--- src/rtl/serial_adder.sv ---
// Multi-cycle adder/subtractor: SLICE bits per clock with a registered inter-slice carry,
// operands in and results out through valid/ready handshakes.
module serial_adder #(
  parameter int unsigned WIDTH = 16,
  parameter int unsigned SLICE = 4
) (
  input  logic             clock,
  input  logic             reset_n,
  input  logic             in_valid,
  output logic             in_ready,
  input  logic [WIDTH-1:0] a,
  input  logic [WIDTH-1:0] b,
  input  logic             sub,
  input  logic             cin,
  output logic             out_valid,
  input  logic             out_ready,
  output logic [WIDTH-1:0] out,
  output logic             cout,
  output logic             ovf,
  output logic             zr,
  output logic             ng
);

  localparam int unsigned NSLICE = WIDTH / SLICE;
  localparam int unsigned CW     = (NSLICE > 1) ? $clog2(NSLICE) : 1;

  if (WIDTH < 2 || SLICE < 1 || SLICE > WIDTH || (WIDTH % SLICE) != 0) begin : g_bad_param
    $error("serial_adder: illegal WIDTH/SLICE combination");
  end

  typedef enum logic [1:0] {
    S_IDLE = 2'd0,
    S_RUN  = 2'd1,
    S_DONE = 2'd2
  } state_e;

  state_e           state_q, state_d;
  logic [WIDTH-1:0] a_q, a_d;
  logic [WIDTH-1:0] b_q, b_d;
  logic [WIDTH-1:0] out_q, out_d;
  logic             carry_q, carry_d;
  logic             cout_q, cout_d;
  logic             ovf_q, ovf_d;
  logic [CW-1:0]    cnt_q, cnt_d;

  logic [SLICE-1:0] a_sl_c, b_sl_c, s_sl_c;
  logic             c_sl_c, c_msb_in_c, last_c;
  int unsigned      off_c;

  // One slice of the datapath, selected by the slice counter.
  always_comb begin
    off_c      = 32'(cnt_q) * SLICE;
    a_sl_c     = a_q[off_c +: SLICE];
    b_sl_c     = b_q[off_c +: SLICE];
    {c_sl_c, s_sl_c} = {1'b0, a_sl_c} + {1'b0, b_sl_c} + {{SLICE{1'b0}}, carry_q};
    // Carry into the top bit, recovered from the top-bit sum.
    c_msb_in_c = a_sl_c[SLICE-1] ^ b_sl_c[SLICE-1] ^ s_sl_c[SLICE-1];
    last_c     = (cnt_q == CW'(NSLICE - 1));
  end

  always_ff @(posedge clock) begin
    if (!reset_n) begin
      state_q <= S_IDLE;
      a_q     <= '0;
      b_q     <= '0;
      out_q   <= '0;
      carry_q <= 1'b0;
      cout_q  <= 1'b0;
      ovf_q   <= 1'b0;
      cnt_q   <= '0;
    end else begin
      state_q <= state_d;
      a_q     <= a_d;
      b_q     <= b_d;
      out_q   <= out_d;
      carry_q <= carry_d;
      cout_q  <= cout_d;
      ovf_q   <= ovf_d;
      cnt_q   <= cnt_d;
    end
  end

  always_comb begin
    state_d = state_q;
    a_d     = a_q;
    b_d     = b_q;
    out_d   = out_q;
    carry_d = carry_q;
    cout_d  = cout_q;
    ovf_d   = ovf_q;
    cnt_d   = cnt_q;
    unique case (state_q)
      S_IDLE: begin
        if (in_valid) begin
          // Subtraction is a + ~b + ~borrow_in.
          a_d     = a;
          b_d     = sub ? ~b : b;
          carry_d = sub ? ~cin : cin;
          out_d   = '0;
          cout_d  = 1'b0;
          ovf_d   = 1'b0;
          cnt_d   = '0;
          state_d = S_RUN;
        end
      end
      S_RUN: begin
        out_d[off_c +: SLICE] = s_sl_c;
        carry_d = c_sl_c;
        cnt_d   = cnt_q + CW'(1);
        if (last_c) begin
          cout_d  = c_sl_c;
          ovf_d   = c_msb_in_c ^ c_sl_c;
          cnt_d   = '0;
          state_d = S_DONE;
        end
      end
      S_DONE: begin
        if (out_ready) state_d = S_IDLE;
      end
      default: state_d = S_IDLE;
    endcase
  end

  assign in_ready  = (state_q == S_IDLE) && reset_n;
  assign out_valid = (state_q == S_DONE);
  assign out       = out_q;
  assign cout      = cout_q;
  assign ovf       = ovf_q;
  assign zr        = (out_q == '0);
  assign ng        = out_q[WIDTH-1];

endmodule

--- config.mk ---
export PLATFORM = sky130hd
export DESIGN_NAME = serial_adder
export DESIGN_NICKNAME = d
export VERILOG_FILES = /design/src/rtl/serial_adder.sv
export SDC_FILE = /design/constraint.sdc
export NUM_CORES = 1
export LEC_CHECK = 0
export CAP_MARGIN = 20
export CORE_UTILIZATION = 40
export DETAILED_ROUTE_END_ITERATION = 8
export PLACE_DENSITY = 0.75
export SYNTH_ARGS = -nofsm -noshare
export SYNTH_HDL_FRONTEND = slang
export SYNTH_SLANG_ARGS = --single-unit
--- constraint.sdc ---
create_clock -name clock -period 8.06 [get_ports clock]
set_input_delay 1.612 -clock clock [delete_from_list [all_inputs] [get_ports clock]]
set_output_delay 1.612 -clock clock [all_outputs]
set_load 0.05 [all_outputs]
Word level (Yosys, flattened, before mapping)
Index checks and enable logic that the tools add are counted.

Add/subtract/negate cells: 4. Eq/ne operators: 6. Shift operators: 4. Multiplexer cells: 19. Bitwise gates (word level): 5. Reductions and logical operators: 8.

Operators with widths (number): $neg 4->34 (1); $shift 4x34->16 const A (1); $shiftx 4x34->16 (1); $mux 16 (2); $pmux 16 s2 (1); $shiftx 16x5->4 (2); $bwmux 16 (1); $logic_not 16->1 (1); $not 16->16 (1); $mux 2 (5); $pmux 1 s2 (3); $pmux 2 s3 (1); $reduce_and 3->1 (2); $add 4x4->5 (1); $add 5x1->5 (1); $mux 1 (5); $eq 2x2->1 const B (2); $ne 2x2->1 const B (2); $pmux 2 s2 (1); $reduce_and 2->1 (2); $xor 1x1->1 (3); $add 2x1->2 const B (1); $eq 2x1->1 const B (1); $logic_not 2->1 (1); other kinds (4) (4).

Register bits after elaboration: 55. Input bits: 38. Output and inout bits: 22. Logic and storage cells: 54.

Logic depth before layout (Yosys ltp)
Gate-level depths: netlist (run 1).

Depth after elaboration: 7. Mapped depth: 8. Gate-level depth less buffers: 7.

Least setup slack after synthesis (run 1)
OpenSTA, ideal clock, no wires.

Kind: in2out. Start point: in reset_n. End point: out in_ready. Arrival: 2.586 ns. Slack: 3.862 ns. Cell stages on the path: 3. Cell sequence: clkbuf_1 -> nand2b_1 -> nor2_1.

Longest elaborated chain between the ends: 1.

Ends and longest elaborated chain: start, declared (line 8) `input logic reset_n,`; $logic_and 1x1->1 (line 124) `assign in_ready = (state_q == S_IDLE) && reset_n;`; end, declared (line 10) `output logic in_ready,`.

No other way between the ends.

Final worst setup path (run 1)
Ends and elaborated chain as after synthesis.

==> reports/qor.csv, run 1 <==
metric,value,unit
status,finished with violations,
failing checks,DRC,
Worst-Margin Slew,0.896,ns
worst hold endpoint,a_q[14]$_SDFFE_PN0P_,
H-tree levels,2,
initial antenna violation count,0,
Peak VDD IR,68.0,uV
Die W,84.9,um
Synthesized Nets,336,
r2r startpoint,cnt_q[1]$_SDFFE_PN0P_,
# setup viols final,0,
Post-synth EDFFs,0,
sequential-to-total area share from yosys stat,0.401,
Final period util,0.639,
largest net degree at the start of global routing,59,
post-synthesis register bit count,55,
"Hold Vio Cnt, Final",0,
"Req. time, crit path",6.45,ns
Synth area leaders,"dfxtp_1 (40%), nand2_1 (7.5%), mux4_2 (6.6%), o211a_1 (5.8%), xnor2_1 (5.1%)",
syn avg cell area,9.50,um2
CTS tree,yes,
first-pass GRT wire length,9.30,mm
Area after DPL,3370,um2
GR Util met2,0.271,
Netlist cell types,42,
Die ar.,7200,um2
critical path peak fanout,58,
CP most frequent cell,clkdlybuf4s50_1,
routability cong.,0.797,
worst rel slew slack,0.401,
First-pass DRT Iterations,7,
postcts setup bufs,0,
boundary pin count,60,
Critical Path Max Stage Delay,0.81,ns
CTS Sinks,55,
Post-synth top flop,dfxtp_1,
P&R area growth vs syn,25.7,%
routing usage on met3,0.0302,
met1 Usage GRT,0.215,
root buffer cell,clkbuf_8,
CP Cell Sequence,"clkdlybuf4s50_1, buf_4, nand2b_1, nor2_1, clkdlybuf4s50_1",
maxcap violations,0,
post-CTS sizing,0,
dpl hpwl,4.08,mm
unrepaired setup endpoints after global routing,false,
nets,384,
Max Root-Sink Buffers,2,
CORE AREA,6490,um2
vias in the first global route,2005,
shortest period the worst path allows,5.15,ns
startpoint types,primary input,
Hold Startpoint,a_q[14]$_SDFFE_PN0P_,
Die Ht,84.9,um
R2R Path End,carry_q$_SDFFE_PN0P_,
vias,2146,
gr ovfl total,0,
CP top delay family,buffers and inverters,
1st-iter DRT viols,145,
Worst path slowest cell,clkdlybuf4s50_1,
Critical Path AT,3.54,ns
YS warnings,0,
hold depth,2,
Pleak,1.38,nW
WS Path Type,primary input to primary output,
R2R Setup Slk,4.89,ns
Post-synth ARST share,0,
Place WS,2.91,ns
row cnt,29,
post-synthesis cell area,2750,um2
"Buf+Inv Stages, Crit Path",3,
skew final,0.00851,ns
Ant. Diodes,0,
Tot GR Track Use,0.161,
Final Cell Area,3450,um2
Remaining DRCs,7,
Num CTS Buffers,5,
setup tns final,0,ns
initial core utilization,0.423,
HP Class,register to register,
final hold slack,0.467,ns
layer carrying the most global-route usage,met2,
antenna-violating nets left,0,
critical path capture point type,primary output,
IO Port Bufs,59,
Clock Pin Slew Worst Setup and Hold Paths,0.09,ns
Yosys top cell area share,0.401,
share of layout cells above drive strength 1,0.0710,
fin. max-slew vios,0,
worst skew pair latency,0.30,ns
PD cells,164,nW/um2
Avg WL per Cell,13.4,um
Routed Wire Length,5.56,mm
number of hold buffers added after cts,0,
Via density,5.17,
Fmax achieved,194,MHz
reg2reg path depth,7,
final setup margin,2.91,ns
Mapped Cells,289,
post-synth top area cell,dfxtp_1,
[cells in the final DEF, fill, tap and decap left out, types with 8 or more instances in the layout]
cell and count:
nor2b_1 16, a22oi_1 12, o211a_1 16, clkdlybuf4s50_1 59, xnor2_1 16, mux4_2 8, dfxtp_1 55, a21boi_0 16
nor2_1 8, nand2_1 55
[synth_stat cells (2+ instances only)]
cell type	instances
dfxtp_1	55
nand2_1	55
a21boi_0	16
nor2b_1	16
o211a_1	16
xnor2_1	16
a22oi_1	12
clkbuf_1	11
mux4_2	8
nor2_1	8
ha_1	7
buf_2	6
a21oi_1	5
a21o_1	4
and2_1	4
inv_1	4
nor4_1	4
and4_1	3
nand2b_1	3
nand3_1	3
o21ai_0	3
xor2_1	3
buf_1	2
fa_1	2
nand4_1	2
nor3b_2	2
o21a_1	2
o32ai_1	2
or2_2	2
[area by class of cell]
type / count / area (um2)
clock buffer: 7 / 76.3
multi-input combinational: 209 / 1550
inverter: 4 / 15.0
fill: 620 / 3040
clock inverter: 1 / 5.00
tap: 77 / 96.3
sequential: 55 / 1100
timing repair buffer: 62 / 613
[worst reg2reg max path, cell delays in order, from the launching register on]
cell	delay (ns)
dfxtp_1	0.68
mux4_2	0.61
fa_1	0.46
fa_1	0.42
a21o_1	0.20
a21oi_1	0.28
a21oi_1	0.12
o221a_2	0.29
[metrics by stage]
stage | util | total power [mW] | std cells
floorplan | - | 0.385 | 289
global placement | 0.519 | 0.425 | 407
detailed placement | 0.519 | 0.428 | 407
CTS | 0.531 | 0.571 | 415
global route | 0.531 | 0.594 | 415
finish | 0.531 | 0.566 | 415
[cell families after synthesis]
kind of cell | count (synthesis) | synth area share
flip-flops | 55 | 0.401
buffers and inverters | 25 | 0.0387
XOR/XNOR | 19 | 0.0606
AO/OA/AOI/OAI | 65 | 0.188
multiplexers | 8 | 0.0656
adder cells (fa/ha/maj) | 9 | 0.0465
AND/OR/NAND/NOR | 108 | 0.200
[where the power goes]
part	internal (mW)	total, mW	switching [mW]
combinational	0.0615	0.124	0.0628
clock	0.0612	0.145	0.0836
sequential	0.287	0.297	0.0101
total	0.409	0.566	0.157
[registers in the layout (all words and copies together), names as in the netlist]
register	cells
ovf	1
carry_q	1
out	16
state_q	2
b_q	16
a_q	16
cnt_q	2
cout	1
[metal layers]
metal / part of all wire / wire (um)
met1: 0.49 / 2740
met2: 0.46 / 2570
met3: 0.039 / 217
met4: 0.0061 / 34
met5: 0 / 0
[worst max-delay path by stage]
| stage | from | to | cells after the start |
|---|---|---|---|
| 5_1_grt | reset_n | in_ready | 5 |
| 2_1_floorplan | reset_n | in_ready | 3 |
| 4_1_cts | reset_n | in_ready | 5 |
| 6_report | reset_n | in_ready | 5 |
| 3_5_place_dp | reset_n | in_ready | 5 |
| 3_3_place_gp | reset_n | in_ready | 5 |
No activity file was read; power rests on OpenSTA's default activity.
==> inputs of run 2 (changes only) <==
--- a/config.mk
+++ b/config.mk
@@ -8,7 +8,7 @@
 export CAP_MARGIN = 20
 export CORE_UTILIZATION = 40
 export DETAILED_ROUTE_END_ITERATION = 8
-export PLACE_DENSITY = 0.75
+export PLACE_DENSITY = 0.77
 export SYNTH_ARGS = -nofsm -noshare
 export SYNTH_HDL_FRONTEND = slang
 export SYNTH_SLANG_ARGS = --single-unit
==> constraint.sdc (replaced) <==
create_clock -name clock -period 4.7 [get_ports clock]
set_input_delay 0.94 -clock clock [delete_from_list [all_inputs] [get_ports clock]]
set_output_delay 0.94 -clock clock [all_outputs]
set_load 0.05 [all_outputs]
==> run 2 against run 1 <==
Net effect: the flow still finishes with violations (DRC); combinational power rose by 68%; sequential share of layout area fell by 0.10 points; non-clock buffer count fell by 1; clock skew fell by 0.0050 ns; via count rose by 1.3%; register-to-register slack got worse by 3.3 ns; count of clock-buffer cells in the layout fell by 1; clock power rose by 110%; sequential cell count did not move; largest power group unchanged.
==> reports/qor.csv, run 2 (same netlist as run 1, synthesis figures left out) <==
metric,value,unit
"Hold Vio Cnt, Final",0,
Worst setup startpoint,cnt_q[0]$_SDFFE_PN0P_,
first-pass GRT wire length,9.92,mm
"Req. time, crit path",4.89,ns
Die ar.,7200,um2
Final period util,0.663,
Layout fillers,585,
nets,383,
status,finished with violations,
Critical Path Max Stage Delay,0.71,ns
R2R Setup Slk,1.59,ns
CTS Sinks,55,
boundary pin count,60,
"Buf+Inv Stages, Crit Path",0,
Die W,84.9,um
vias in the first global route,2154,
Via density,5.26,
most frequent cells in the layout,"clkdlybuf4s50_1 (58), nand2_1 (55), dfxtp_1 (55)",
P&R area growth vs syn,26.1,%
gr ovfl total,0,
initial antenna violation count,0,
share of layout cells above drive strength 1,0.0714,
HP Class,register to register,
Max Root-Sink Buffers,2,
setup tns final,0,ns
skew final,0.00349,ns
failing checks,DRC,
First-pass DRT Iterations,8,
H-tree levels,2,
largest net degree at the start of global routing,58,
Peak VDD IR,130,uV
Ant. Diodes,0,
Pleak,1.39,nW
routability cong.,0.758,
Worst-Margin Slew,0.843,ns
shortest period the worst path allows,3.11,ns
critical path peak fanout,14,
hold depth,2,
Fmax achieved,321,MHz
CORE AREA,6490,um2
Worst path depth,7,
number of hold buffers added after cts,0,
Num CTS Buffers,5,
R2R Path End,carry_q$_SDFFE_PN0P_,
CP Cell Sequence,"mux4_2, fa_1, fa_1, a21o_1, a21oi_1, a21oi_1, o221a_2",
worst rel slew slack,0.436,
"Core Util, Final",0.533,
IO Port Bufs,59,
CP Capture Point,carry_q$_SDFFE_PN0P_,
PD cells,294,nW/um2
row cnt,29,
Pwr Total,1.02,mW
final hold slack,0.473,ns
CP top delay family,adder cells,
fin. max-slew vios,0,
# setup viols final,0,
Die Ht,84.9,um
worst skew pair latency,0.30,ns
Remaining DRCs,5,
Critical Path AT,3.30,ns
postcts setup bufs,0,
antenna-violating nets left,0,
1st-iter DRT viols,110,
Tot GR Track Use,0.172,
maxcap violations,0,
root buffer cell,clkbuf_8,
initial core utilization,0.423,
startpoint types,register,
r2r startpoint,cnt_q[0]$_SDFFE_PN0P_,
CTS tree,yes,
reg2reg path depth,7,
critical path capture point type,register,
Routed Wire Length,5.74,mm
dpl hpwl,4.36,mm
Avg WL per Cell,13.9,um
WS Path Type,register to register,
Worst path slowest cell,dfxtp_1,
unrepaired setup endpoints after global routing,false,
vias,2174,
post-CTS sizing,0,
Clock Pin Slew Worst Setup and Hold Paths,0.09,ns
"commonest non-fill, non-tap cell in the layout",clkdlybuf4s50_1,
run 2: layout make-up:
type / count / area, um2 / area share
inverters: 4 / 15.0 / 0.00434
flip-flops and latches: 55 / 1100 / 0.318
clock buffers: 6 / 72.6 / 0.0210
clock inverters: 1 / 30.0 / 0.00867
repair buffers: 61 / 603 / 0.174
multi-input cells: 209 / 1550 / 0.446
well taps: 77 / 96.3 / 0.0278
run 2: worst reg2reg max path: cells and delay by family (launching register included):
| family | cells | cell delay (ns) |
|---|---|---|
| fa+ha+maj | 2 | 0.86 |
| flops | 1 | 0.71 |
| compound gates | 4 | 0.85 |
| mux | 1 | 0.59 |
run 2: how the worst min path moves through the flow:
stage,startpoint,to
after floorplan,a_q[12]$_SDFFE_PN0P_,a_q[12]$_SDFFE_PN0P_
after global placement,a_q[0]$_SDFFE_PN0P_,a_q[0]$_SDFFE_PN0P_
after detailed placement,a_q[7]$_SDFFE_PN0P_,a_q[7]$_SDFFE_PN0P_
after CTS,a_q[7]$_SDFFE_PN0P_,a_q[7]$_SDFFE_PN0P_
after global routing,a_q[0]$_SDFFE_PN0P_,a_q[0]$_SDFFE_PN0P_
final,a_q[0]$_SDFFE_PN0P_,a_q[0]$_SDFFE_PN0P_
run 2: stage by stage:
stage	instance area [um2]	worst slack [ns]	std cells
final	3460	1.59	413
after global routing	3460	1.43	413
after CTS	3460	1.57	413
after detailed placement	3360	1.57	406
after global placement	3360	1.69	406
after floorplan	2750	1.73	289
run 2: power by group:
group	total [mW]	leakage [nW]	internal [mW]	switching, mW
Sequential	0.514	0.450	0.492	0.0218
Combinational	0.208	0.885	0.104	0.104
Clock	0.298	0.0513	0.156	0.141
run 2: metal layers:
| metal | share of wire | wire length [um] | GRT usage | vias to the layer above |
|---|---|---|---|---|
| met5 | 0 | 0 | 0 | - |
| met4 | 0.017 | 99 | 0.0586 | 0 |
| met3 | 0.062 | 354 | 0.0350 | 8 |
| met2 | 0.45 | 2570 | 0.288 | 70 |
| met1 | 0.47 | 2720 | 0.222 | 994 |
| li1 | - | - | - | 1102 |
